$ cat src/rtl/boreal_multi_watchdog.sv
// Multi-channel heartbeat watchdog: per-channel late/early fault detection,
// sticky flags, aggregated halt and first-faulting-channel capture.
module boreal_multi_watchdog #(
  parameter int unsigned NUM_CH         = 4,
  parameter int unsigned CNT_W          = 32,
  parameter int unsigned TIMEOUT_CYC    = 25_000_000,
  parameter int unsigned WINDOW_MIN_CYC = 0,
  localparam int unsigned CH_W          = (NUM_CH > 1) ? $clog2(NUM_CH) : 1
) (
  input  logic              clk,
  input  logic              rst_n,
  input  logic [NUM_CH-1:0] enable,
  input  logic [NUM_CH-1:0] heartbeat,
  input  logic [NUM_CH-1:0] clear,
  output logic [NUM_CH-1:0] stall,
  output logic [NUM_CH-1:0] early_fault,
  output logic              halt,
  output logic              first_valid,
  output logic [CH_W-1:0]   first_ch
);

  typedef enum logic [1:0] {
    S_DISARMED = 2'd0,
    S_ARMED    = 2'd1,
    S_TRIPPED  = 2'd2,
    S_EARLY    = 2'd3
  } state_t;

  localparam logic [CNT_W-1:0] TIMEOUT_V = CNT_W'(TIMEOUT_CYC);
  localparam logic [CNT_W-1:0] WINDOW_V  = CNT_W'(WINDOW_MIN_CYC);
  localparam logic             WINDOW_ON = (WINDOW_MIN_CYC != 0);

  state_t            r_state   [NUM_CH];
  state_t            w_state_nxt [NUM_CH];
  logic [CNT_W-1:0]  r_cnt     [NUM_CH];
  logic [CNT_W-1:0]  w_cnt_nxt [NUM_CH];
  logic [NUM_CH-1:0] r_stall;
  logic [NUM_CH-1:0] r_early;
  logic [NUM_CH-1:0] w_enter;
  logic              r_first_valid;
  logic [CH_W-1:0]   r_first_ch;
  logic              w_first_valid_nxt;
  logic [CH_W-1:0]   w_first_ch_nxt;
  logic              w_free;
  logic              w_found;

  always_comb begin
    for (int unsigned i = 0; i < NUM_CH; i++) begin
      w_state_nxt[i] = r_state[i];
      w_cnt_nxt[i]   = r_cnt[i];
      if (!enable[i]) begin
        w_state_nxt[i] = S_DISARMED;
        w_cnt_nxt[i]   = '0;
      end else begin
        case (r_state[i])
          S_DISARMED: begin
            w_state_nxt[i] = S_ARMED;
            w_cnt_nxt[i]   = '0;
          end
          S_ARMED: begin
            if (clear[i]) begin
              w_cnt_nxt[i] = '0;
            end else if (heartbeat[i]) begin
              if (WINDOW_ON && (r_cnt[i] < WINDOW_V)) w_state_nxt[i] = S_EARLY;
              else                                     w_cnt_nxt[i]   = '0;
            end else if (r_cnt[i] < TIMEOUT_V) begin
              w_cnt_nxt[i] = r_cnt[i] + 1'b1;
            end else begin
              w_state_nxt[i] = S_TRIPPED;
            end
          end
          default: begin
            if (clear[i]) begin
              w_state_nxt[i] = S_ARMED;
              w_cnt_nxt[i]   = '0;
            end
          end
        endcase
      end
      w_enter[i] = (r_state[i] == S_ARMED) &&
                   ((w_state_nxt[i] == S_TRIPPED) || (w_state_nxt[i] == S_EARLY));
    end
  end

  // Capture slot is free when nothing is latched or every flag has gone low;
  // a fault entering on that same edge is latched instead of dropping.
  always_comb begin
    w_first_valid_nxt = r_first_valid;
    w_first_ch_nxt    = r_first_ch;
    w_found           = 1'b0;
    w_free            = !r_first_valid || ((r_stall | r_early) == '0);
    if (w_free) begin
      w_first_valid_nxt = 1'b0;
      w_first_ch_nxt    = '0;
      for (int unsigned i = 0; i < NUM_CH; i++) begin
        if (w_enter[i] && !w_found) begin
          w_found           = 1'b1;
          w_first_valid_nxt = 1'b1;
          w_first_ch_nxt    = CH_W'(i);
        end
      end
    end
  end

  always_ff @(posedge clk or negedge rst_n) begin
    if (!rst_n) begin
      for (int unsigned i = 0; i < NUM_CH; i++) begin
        r_state[i] <= S_DISARMED;
        r_cnt[i]   <= '0;
      end
      r_stall       <= '0;
      r_early       <= '0;
      r_first_valid <= 1'b0;
      r_first_ch    <= '0;
    end else begin
      for (int unsigned i = 0; i < NUM_CH; i++) begin
        r_state[i] <= w_state_nxt[i];
        r_cnt[i]   <= w_cnt_nxt[i];
        r_stall[i] <= (w_state_nxt[i] == S_TRIPPED);
        r_early[i] <= (w_state_nxt[i] == S_EARLY);
      end
      r_first_valid <= w_first_valid_nxt;
      r_first_ch    <= w_first_ch_nxt;
    end
  end

  assign stall       = r_stall;
  assign early_fault = r_early;
  assign halt        = |(r_stall | r_early);
  assign first_valid = r_first_valid;
  assign first_ch    = r_first_ch;

endmodule

$ cat config.mk
export PLATFORM = sky130hd
export DESIGN_NAME = boreal_multi_watchdog
export DESIGN_NICKNAME = d
export VERILOG_FILES = /design/src/rtl/boreal_multi_watchdog.sv
export SDC_FILE = /design/constraint.sdc
export NUM_CORES = 1
export LEC_CHECK = 0
export ABC_AREA = 1
export CORE_MARGIN = 3
export CORE_UTILIZATION = 28
export CTS_CLUSTER_DIAMETER = 80
export DETAILED_ROUTE_END_ITERATION = 10
export SETUP_SLACK_MARGIN = 0.5
export SLEW_MARGIN = 20
export SYNTH_ARGS = -nofsm -noshare
export SYNTH_HDL_FRONTEND = slang
export SYNTH_SLANG_ARGS = --single-unit
$ cat constraint.sdc
create_clock -name clk -period 5 [get_ports clk]
set_clock_uncertainty 0.2 [all_clocks]
set_input_delay 1.5 -clock clk [delete_from_list [all_inputs] [get_ports clk]]
set_output_delay 1.5 -clock clk [all_outputs]
set_load 0.005 [all_outputs]
# Yosys cells after proc, flatten, opt, wreduce, memory -nomap -nowiden
# Index checks and enable logic that the tools add are counted.
[totals] reg_bits=147 latch_bits=0 ramBits=0 rom_bits=0 input_bits=14 out_inout_bits=12 word_cells=127 memories=0
[op_classes] n_addsub=4 multipliers=0 div_mod_pow=0 order_cmp=4 eq_ne=20 shift=0 n_mux=60 bitwise=1 reduce_logical=26
[op_table] cell="32-bit two-way mux" n=20
[op_table] cell="32-bit case mux with 2 select lines" n=4
[op_table] cell="32-bit by 1-bit adder with 32-bit output (second input constant)" n=4
[op_table] cell="32-bit by 25-bit < comparator with 1-bit output (second input constant)" n=4
[op_table] cell="2-bit two-way mux" n=22
[op_table] cell="5-bit inequality test (second input constant)" n=4
[op_table] cell="2-bit equality test (second input constant)" n=8
[op_table] cell="4-bit by 1-bit inequality test with 1-bit output (second input constant)" n=4
[op_table] cell="2-bit case mux with 2 select lines" n=4
[op_table] cell="1-bit two-way mux" n=10
[op_table] cell="2-bit by 1-bit equality test with 1-bit output (second input constant)" n=4
[op_table] cell="2-bit logical NOT" n=4
[op_table] cell="2-bit AND reduction" n=4
[op_table] cell="1-bit logical AND" n=7
[op_table] cell="1-bit logical OR" n=5
[op_table] cell="1-bit logical NOT" n=4
[op_table] cell="4-bit logical NOT" n=1
[op_table] cell="4-bit OR" n=1
[op_table] cell="4-bit OR reduction" n=1

# Longest topological paths before layout
# Gate-level depths: netlist of the first run.
[logic_depth] ltp_word=22 mapped_depth=15 ltp_nobuf=14

# Least setup slack after synthesis of the first run
# No wires, ideal clock.
[synth_timing] path_kind="input port to flip-flop" startpoint="input port clear[3]" endpoint="register r_cnt[24] (netlist name)" setup_ns=0.117 arrival_time_ns=2.605 required_time_ns=4.683 path_slack_ns=2.078 stages=9 n_path_buf=3 cell_sequence="clkbuf_1 > nor3_1 > nand2_2 > nand2_2 > nand2_2 > buf_6 > buf_6 > nand3_2 > o21ai_2"
[synth_via] elab_chain_len=3 word_cells_on_any_way=6 cone_classes="eq/ne: 2; mux: 3; reduce/logical: 1"
[synth_lines] element="start: declaration" line_no="14" rtl="input logic [NUM_CH-1:0] clear,"
[synth_lines] element="32-bit two-way mux" line_no="61" rtl="if (clear[i]) begin"
[synth_lines] element="32-bit case mux with 2 select lines" line_no="55" rtl="case (r_state[i])"
[synth_lines] element="32-bit two-way mux" line_no="51" rtl="if (!enable[i]) begin"
[synth_lines] element="end signal: indexed assignment" line_no="118" rtl="r_cnt[i] <= w_cnt_nxt[i];"
[synth_lines] element="end: declaration" line_no="35" rtl="logic [CNT_W-1:0] r_cnt [NUM_CH];"
# Several ways; a longest one is shown, not always the timed one.
# A chain may end at the register's enable or synchronous reset.

# Worst setup path after layout of the first run
[layout_timing] startpoint="register r_early[0], in the netlist early_fault[0]" endpoint="output port halt"
[layout_via] elab_chain_len=2
[layout_lines] element="start: declaration" line_no="38" rtl="logic [NUM_CH-1:0] r_early;"
[layout_lines] element="start signal: indexed assignment" line_no="120" rtl="r_early[i] <= (w_state_nxt[i] == S_EARLY);"
[layout_lines] element="4-bit OR" line_no="129" rtl="assign halt = |(r_stall | r_early);"
[layout_lines] element="4-bit OR reduction" line_no="129"
[layout_lines] element="end: declaration" line_no="17" rtl="output logic halt,"
# Every way passes these cells.

==> results of run 1 <==
cells in the final DEF (no fill, tap or decap), types with 9 or more instances in the layout:
| cell | count |
|---|---|
| a21oi_1 | 31 |
| clkbuf_16 | 17 |
| clkdlybuf4s50_1 | 24 |
| dfrtp_1 | 147 |
| inv_1 | 155 |
| inv_2 | 10 |
| nand2_1 | 310 |
| nand2_2 | 13 |
| nand3_1 | 158 |
| nand3_2 | 9 |
| nand4_1 | 33 |
| nor2_1 | 186 |
| nor2_2 | 12 |
| nor3_1 | 83 |
| o21ai_0 | 50 |
| o21ai_1 | 22 |
| xor2_1 | 14 |
kinds of logic after synthesis:
| logic type | count (synthesis) | synth area share (%) |
|---|---|---|
| AO/OA/AOI/OAI | 120 | 7.16 |
| XOR/XNOR | 16 | 1.55 |
| adder cells (fa/ha/maj) | 4 | 0.553 |
| buffers and inverters | 200 | 9.12 |
| flip-flops | 147 | 40.6 |
| AND/OR/NAND/NOR | 825 | 41.0 |
path summary, 6_finish.rpt:
| kind | from | end | slack [ns] |
|---|---|---|---|
| worst max-delay path | early_fault[0]$_DFF_PN0_ | halt | 1.37 |
| worst min-delay path | r_cnt[121]$_DFFE_PN0P_ | r_cnt[121]$_DFFE_PN0P_ | 0.29 |
| worst max register to register | r_state[1]$_DFF_PN0_ | r_cnt[11]$_DFFE_PN0P_ | 2.21 |
| worst min register to register | r_cnt[121]$_DFFE_PN0P_ | r_cnt[121]$_DFFE_PN0P_ | 0.29 |
| max in group asynchronous | rst_n | r_cnt[29]$_DFFE_PN0P_ | 2.75 |
| min in group asynchronous | rst_n | r_cnt[21]$_DFFE_PN0P_ | 0.98 |
cell usage after synthesis, types with 10 or more instances:
cell type and instances:
dfrtp_1 147, o21ai_0 50, nand2_1 310, xor2_1 14
nand3_1 158, nand2_2 13, clkbuf_1 12, inv_2 10
inv_1 155, buf_2 12, nor2_2 12, nand4_1 33
nor2_1 186, a21oi_1 31, o21ai_1 22, nor3_1 83
worst min-delay path: stages (launching register included):
cell and delay (ns):
dfrtp_1 0.32, inv_1 0.04, nor2_1 0.08
report_power, final:
part           leakage (nW)  internal (mW)  switching, mW
sequential             2.04           1.21         0.0307
combinational          1.80         0.0347         0.0932
clock                 0.276          0.664          0.567
total                  4.12           1.90          0.691
cell type report:
class | instances | area, um2 | share of cell area, %
multi-input combinational | 965 | 4550 | 44.5
inverter | 165 | 619 | 6.05
timing repair buffer | 33 | 324 | 3.17
clock buffer | 18 | 439 | 4.29
clock inverter | 14 | 115 | 1.12
sequential | 147 | 3680 | 36.0
tap | 402 | 503 | 4.92
through the flow:
| step | area (um2) | setup WS (ns) |
|---|---|---|
| 2_1_floorplan | 9060 | 2.08 |
| 3_3_place_gp | 9680 | 1.10 |
| 3_5_place_dp | 9680 | 1.03 |
| 4_1_cts | 10200 | 1.34 |
| 5_1_grt | 10200 | 1.18 |
| 6_report | 10200 | 1.37 |
state kept, by name, summed over array words and instances (netlist names):
register	flops
r_cnt	128
first_valid	1
stall	4
first_ch	2
early_fault	4
r_state	8
layer usage:
layer | vias to the layer above | track usage (%) | routed length (um)
met5 | - | 0 | 0
met4 | 0 | 3.78 | 288
met3 | 24 | 2.79 | 1130
met2 | 206 | 22.5 | 10700
met1 | 3991 | 20.4 | 11600
li1 | 4286 | - | -
==> metrics.txt, run 1 <==
status completed; number of routed nets with antenna violations 0; fillers 3447; Final Hold Violating Endpoints 0; RSZ-0062 raised after global routing false; Primary FF master, synth dfrtp_1; area leader, netlist dfrtp_1; Gate Count Post-Synth 1312; die height 186 um; sequential share of the synthesized area 40.6%; Placement Rows 65; Core Region 31700 um2; Worst-Margin Slew 0.911 ns; vias in the first global route 8108; Post-synth EDFFs 0; synthesized area per cell 6.90 um2; slowest cell on the critical path clkdlybuf4s50_1; clock sink total 147; Crit path largest cell delay 0.49 ns; Crit. End Element output port; critical path depth 4; total power 2.59 mW; number of inserted diodes 0; final core utilization 32.3%; layout cell share with drive strength beyond 1 7.60%; Ports 26; WP buf/inv 2; Worst EP required 3.30 ns; Detailed Routing Iterations Pass 1 5; hold depth 2; total global routing overflow 0; Distinct cells, synth 43; maximum root-to-sink buffer count 2; crit path DAT 1.93 ns; clk_lat worst skew 0.44 ns; crit path cell chain nor4_1 -> buf_4 -> nand2_1 -> clkdlybuf4s50_1; max-slew violations 0; PwrDens 254 nW/um2; GR Util All Layers 14.4%; DRT iter0 DRCs 671; Area Growth Syn to Fin 13.0%; cts bufs inserted 17; fin crit period 3.63 ns; number of remaining DRC errors 0; Fin Hold WS 0.287 ns; antenna violations before repair 0; detailed placer's ending HPWL 16900 um; CTS Hold Bufs 0; Setup Crit Path Kind reg -> out; Seq cells post-synth 147; largest net degree at the start of global routing 92; detailed-route via count 8507; Initial Util 28.6%; Max-slew headroom 39.2%; final clock period utilization by the worst path 72.7%; DIE AREA 34500 um2; HP Class reg -> reg; die width 186 um; synth warn 0; top cells by area, synth dfrtp_1 41%, nand2_1 13%, nand3_1 8.7%; CTS Root Cell clkbuf_16; # nets final 1347; deepest level of the CTS H-tree 4; worst vdd ir 0.000246 V; I/O Buffers 25; post-DR wirelength/cell 13.6 um; Vias/cell 4.88; final non-filler cell total 1744; CTS tree built; FFs w/ async S/R, synth 100%; final setup fails 0; Synth Cell Area 9060 um2; Synth top area share 40.6%; total length of routed wires 23700 um; Clock transition at path regs 0.07 ns; GP Congestion 0.921; cell family with most CP delay buffers and inverters; Leak 4.12 nW; Post-CTS Resized 0; DP Cell Count 1712; syn_nets 1330; max frequency 0.275 GHz; Post-CTS Setup Inserts 0; global-route wire length before repair 40500 um; max cap viols 0; setup TNS 0 ns; CP max FO 3; Worst setup SP type flop; Worst Reg2Reg Path Length in Cells 9
Power figures use the tool's default switching activity.
==> run 2, diff against run 1 <==
clock period = 3.29 ns   (was 5 ns; I/O delays follow)
==> run 2 against run 1 <==
Combinational power grew 59%. Core utilization up 0.52 points. Worst setup slack worse by 0.80 ns. Die area unchanged. Worst hold slack improved by 0.0018 ns. Power grew 55%. Critical path type unchanged. Largest power group is now the clock network.
==> metrics.txt, run 2 (same netlist as run 1, synthesis figures left out) <==
max cap viols 0 (unchanged); global-route wire length before repair 40600 um (+0.36%); Top Layer Used met4; RSZ-0062 raised after global routing false; worst vdd ir 0.000304 V (+23%); GP Congestion 0.910 (-1.2%); number of routed nets with antenna violations 0 (unchanged); Worst Reg2Reg Path Length in Cells 9 (unchanged); fin crit period 2.72 ns; cts bufs inserted 17 (unchanged); met3 WL 1010 um (-10%); Clock transition at path regs 0.07 ns (about the same); worst slack, placed 0.296 ns (-0.738 ns); most frequent cells in the layout 309 x nand2_1, 186 x nor2_1, 158 x nand3_1; total global routing overflow 0 (unchanged); CTS Root Cell clkbuf_16; detailed-route via count 8545 (+0.45%); maximum root-to-sink buffer count 2 (unchanged); clock sink total 147 (unchanged); fillers 3425 (-0.64%); DIE AREA 34500 um2 (unchanged); PwrDens 386 nW/um2 (+52%); HP Class reg -> reg; vias in the first global route 8096 (-0.15%); number of inserted diodes 0 (unchanged); Biggest register r_cnt; # nets final 1364 (+1.3%); GR Util All Layers 14.5% (+0.12 points); Core Region 31700 um2 (unchanged); I/O Buffers 25 (unchanged); die height 186 um (unchanged); Crit. End Element output port; die width 186 um (unchanged); Worst EP required 2.10 ns (-1.20 ns); Initial Util 28.6% (unchanged); final clock period utilization by the worst path 82.7%; Ports 26 (unchanged); Worst setup SP type flop; CTS Hold Bufs 0 (unchanged); Area Growth Syn to Fin 14.8%; post-DR wirelength/cell 13.6 um (-0.30%); Placement Rows 65 (unchanged); deepest level of the CTS H-tree 4 (unchanged); DRT iter0 DRCs 670 (-0.15%); WL met1 11700 um (+0.72%); Leak 4.22 nW (+2.4%); final setup fails 0 (unchanged); Largest register FFs 128 (unchanged); Fin Hold WS 0.289 ns (+0.00184 ns); CTS tree built; clk_lat worst skew 0.44 ns (about the same); status completed; WP buf/inv 2 (unchanged); Crit path largest cell delay 0.38 ns (-0.11 ns); max-slew violations 0 (unchanged); total length of routed wires 23900 um (+0.61%); Placed Instance Area 9820 um2 (+1.4%); crit path DAT 1.53 ns (-0.40 ns); hold depth 2 (unchanged); finished layout cell area 10400 um2 (+1.6%); setup TNS 0 ns (unchanged); cell family with most CP delay flip-flops; most common cell after layout, fill and taps aside nand2_1; Setup Crit Path Kind reg -> out; Max-slew headroom 58.7% (+19 points); Worst-Margin Slew 0.620 ns (-0.291 ns); Detailed Routing Iterations Pass 1 5 (unchanged); antenna violations before repair 0 (unchanged); critical path depth 4 (unchanged); detailed placer's ending HPWL 17400 um (+3.0%); Vias/cell 4.86 (-0.47%); number of remaining DRC errors 0 (unchanged); worst setup margin 0.568 ns (-0.797 ns); largest net degree at the start of global routing 63 (-32%); Final Hold Violating Endpoints 0 (unchanged); layout cell share with drive strength beyond 1 8.84% (+1.2 points); max frequency 0.367 GHz; crit path cell chain nor4_1 -> buf_4 -> nand2_2 -> buf_2; Regs by FF count r_cnt (128), r_state (8); slowest cell on the critical path dfrtp_1; CP max FO 2 (-1); Met2 Routed Length 10800 um (+1.5%)
==> run 2: cell types whose count changed in the layout (fill, tap and decap cells not counted) <==
| cell | change |
|---|---|
| buf_12 | +2 |
| buf_2 | +1 |
| buf_4 | +15 |
| bufinv_16 | +1 |
| clkbuf_8 | -1 |
| clkdlybuf4s50_1 | -1 |
| clkinv_2 | -2 |
| clkinv_4 | +1 |
| nand2_1 | -1 |
| nand2_2 | +1 |
==> run 2: report_power, final <==
part           internal [mW]  switching, mW
sequential              1.83         0.0503
combinational         0.0612          0.142
clock                   1.06          0.867
==> run 2: worst min-delay path, cell delays in order, from the launching register on <==
cell and delay (ns):
dfrtp_1 0.32, inv_1 0.05, nor2_1 0.09
==> run 2: worst paths after layout <==
path,startpoint,to,slack [ns]
worst min register to register,r_cnt[91]$_DFFE_PN0P_,r_cnt[91]$_DFFE_PN0P_,0.29
max in group asynchronous,rst_n,r_cnt[35]$_DFFE_PN0P_,1.87
min in group asynchronous,rst_n,r_cnt[1]$_DFFE_PN0P_,0.35
worst min-delay path,r_cnt[91]$_DFFE_PN0P_,r_cnt[91]$_DFFE_PN0P_,0.29
worst max register to register,r_cnt[0]$_DFFE_PN0P_,r_cnt[16]$_DFFE_PN0P_,0.85
worst max-delay path,early_fault[0]$_DFF_PN0_,halt,0.57
==> run 2: per-layer routing <==
layer,vias to the layer above,global-route usage [%]
li1,4342,-
met1,3997,20.2
met2,181,23.2
met3,25,2.60
met4,0,3.84
met5,-,0
==> run 2: final cells by class <==
type                       instances  area, um2  area share [%]
multi-input combinational        965       4560            43.8
inverter                         165        619            5.96
clock buffer                      17        425            4.09
sequential                       147       3680            35.4
timing repair buffer              50        472            4.54
tap                              402        503            4.84
clock inverter                    14        144            1.38
==> run 2: repair_timing <==
action,in CTS,in global routing
resized for setup,4,1
setup buffers,1,1
pin swaps,1,1
endpoints found under the setup margin,1,1
==> run 2: stage by stage <==
| stage | utilization, % | total power [mW] | instances |
|---|---|---|---|
| after floorplan | - | 2.00 | 1312 |
| after global placement | 30.9 | 2.12 | 1727 |
| after detailed placement | 30.9 | 2.12 | 1727 |
| after CTS | 32.7 | 4.07 | 1759 |
| after global routing | 32.8 | 4.18 | 1760 |
| final | 32.8 | 4.02 | 1760 |
==> run 3, diff against run 2 <==
clock period = 2.8 ns   (was 3.29 ns; I/O delays follow)
==> run 3 against run 2 <==
Via count grew 1.9%. Cell count increased by 1.2%. Global-route usage down 0.067 points. Routed wire length is 0.70% higher. Clock power is 25% higher. Worst setup slack worse by 0.32 ns. Register-to-register slack got worse by 0.18 ns. Count of clock-buffer cells in the layout is 2 higher. Largest power group unchanged. Highest routed layer unchanged.
==> metrics.txt, run 3 (same netlist as run 1, synthesis figures left out) <==
Core Region 31700 um2 (unchanged); setup TNS 0 ns (unchanged); crit path DAT 1.51 ns (-0.02 ns); HP Class in -> async; clock sink total 147 (unchanged); total length of routed wires 24100 um (+0.70%); CTS Hold Bufs 0 (unchanged); Detailed Routing Iterations Pass 1 8 (+3); # nets final 1384 (+1.5%); total global routing overflow 0 (unchanged); P_sw 1.26 mW (+19%); detailed-route via count 8711 (+1.9%); total power 4.92 mW (+22%); worst vdd ir 0.000427 V (+41%); Area Growth Syn to Fin 17.9%; GP Congestion 0.933 (+2.5%); post-DR wirelength/cell 13.5 um (-0.49%); DRT iter0 DRCs 704 (+5.1%); reg-to-reg endpoint r_cnt[46]$_DFFE_PN0P_; final setup fails 0 (unchanged); Initial Util 28.6% (unchanged); Biggest register r_cnt; worst r2r src r_cnt[32]$_DFFE_PN0P_; clk_lat worst skew 0.44 ns (about the same); vias in the first global route 8295 (+2.5%); layout cell share with drive strength beyond 1 11.0% (+2.2 points); number of remaining DRC errors 0 (unchanged); Ports 26 (unchanged); I/O Buffers 25 (unchanged); Leak 4.47 nW (+5.9%); Worst-Margin Slew 0.590 ns (-0.0298 ns); combinational group share of total power 6.1% (+1.0 points); detailed placer's ending HPWL 17400 um (+0.18%); DIE AREA 34500 um2 (unchanged); sequential power share 44.6% (-2.3 points); Worst Reg2Reg Path Length in Cells 9 (unchanged); Setup Crit Path Kind reg -> out; global-route wire length before repair 40800 um (+0.51%); die height 186 um (unchanged); Reg2Reg Setup Slack 0.67 ns (-0.18 ns); RSZ-0062 raised after global routing true; Worst setup SP type flop; PwrDens 460 nW/um2 (+19%); Crit. End Element output port; Sw Share 25.7% (-0.67 points); Fin Hold WS 0.167 ns (-0.121 ns); CP max FO 2 (unchanged); largest net degree at the start of global routing 58 (-7.9%); Int Pwr 3.65 mW (+24%); Placement Rows 65 (unchanged); die width 186 um (unchanged); number of routed nets with antenna violations 0 (unchanged); clock share of power 49.2% (+1.1 points); status completed; CTS Root Cell clkbuf_16; Final Hold Violating Endpoints 0 (unchanged); Max-slew headroom 60.7% (+2.0 points); final core utilization 33.7% (+0.90 points); cts bufs inserted 17 (unchanged); Vias/cell 4.89 (+0.74%); finished layout cell area 10700 um2 (+2.7%); GR Util All Layers 14.4% (-0.067 points); most frequent cells in the layout 308 x nand2_1, 183 x nor2_1, 158 x nand3_1; CTS tree built; most common cell after layout, fill and taps aside nand2_1; max-slew violations 0 (unchanged); fillers 3378 (-1.4%); antenna violations before repair 0 (unchanged); Placed Instance Area 9930 um2 (+1.2%); Regs by FF count r_cnt (128), r_state (8); deepest level of the CTS H-tree 4 (unchanged); fin crit period 2.55 ns; Worst EP required 1.76 ns (-0.34 ns); max cap viols 0 (unchanged); number of inserted diodes 0 (unchanged); max frequency 0.392 GHz; maximum root-to-sink buffer count 2 (unchanged); Largest register FFs 128 (unchanged); final clock period utilization by the worst path 91.1%; Clock transition at path regs 0.07 ns (about the same)
[run 3: cell types whose count changed in the layout (fill, tap and decap cells not counted), moves of 3 or more]
cell	change
nand2_4	+3
inv_6	-3
nor2_1	-3
clkdlybuf4s50_1	-11
buf_4	+19
dlygate4sd2_1	+11
[run 3: power by group through the flow]
stage	clock network [mW]	registers [mW]	logic (mW)
3_3_place_gp	0	2.24	0.278
4_1_cts	2.48	2.20	0.279
2_1_floorplan	0	2.23	0.119
5_1_grt	2.58	2.20	0.339
6_report	2.42	2.20	0.302
3_5_place_dp	0	2.24	0.278
[run 3: worst max path at each step]
stage	slack, ns	end	startpoint	depth (start not counted)
6_report	0.25	halt	stall[1]$_DFF_PN0_	4
5_1_grt	0.17	halt	stall[1]$_DFF_PN0_	4
4_1_cts	0.22	halt	stall[1]$_DFF_PN0_	4
3_5_place_dp	0.08	r_cnt[45]$_DFFE_PN0P_	clear[2]	8
3_3_place_gp	0.13	r_cnt[35]$_DFFE_PN0P_	clear[2]	8
2_1_floorplan	0.54	r_cnt[24]$_DFFE_PN0P_	clear[3]	9
[run 3: area by class of cell]
class | instances | area [um2] | area share [%]
Sequential cell | 147 | 3680 | 34.4
Multi-Input combinational cell | 965 | 4640 | 43.4
Timing Repair Buffer | 70 | 627 | 5.87
Clock inverter | 13 | 161 | 1.51
Tap cell | 402 | 503 | 4.71
Inverter | 165 | 622 | 5.82
Clock buffer | 19 | 453 | 4.24
[run 3: worst max-delay path, cell delays in order (launching register included)]
cell and delay [ns]:
dfrtp_1 0.39, nor4_2 0.30, buf_4 0.20, nand2_4 0.06
buf_6 0.13
[run 3: routing by layer]
| metal | global-route usage, % | up-vias | routed length, um |
|---|---|---|---|
| li1 | - | 4377 | - |
| met4 | 3.43 | 0 | 323 |
| met3 | 3.07 | 31 | 1200 |
| met1 | 19.7 | 4080 | 11600 |
| met2 | 23.5 | 223 | 11000 |
| met5 | 0 | - | 0 |
[run 3: repair_timing]
| item | CTS | global route |
|---|---|---|
| pin swaps | 1 | 1 |
| resized for setup | 21 | 16 |
| endpoints found under the setup margin | 13 | 39 |
| buffers inserted | 5 | 3 |
[run 3: stage by stage]
step | std cells | worst slack [ns]
final | 1781 | 0.249
after global routing | 1781 | 0.172
after detailed placement | 1741 | 0.0796
after global placement | 1741 | 0.133
after floorplan | 1312 | 0.538
after CTS | 1778 | 0.220
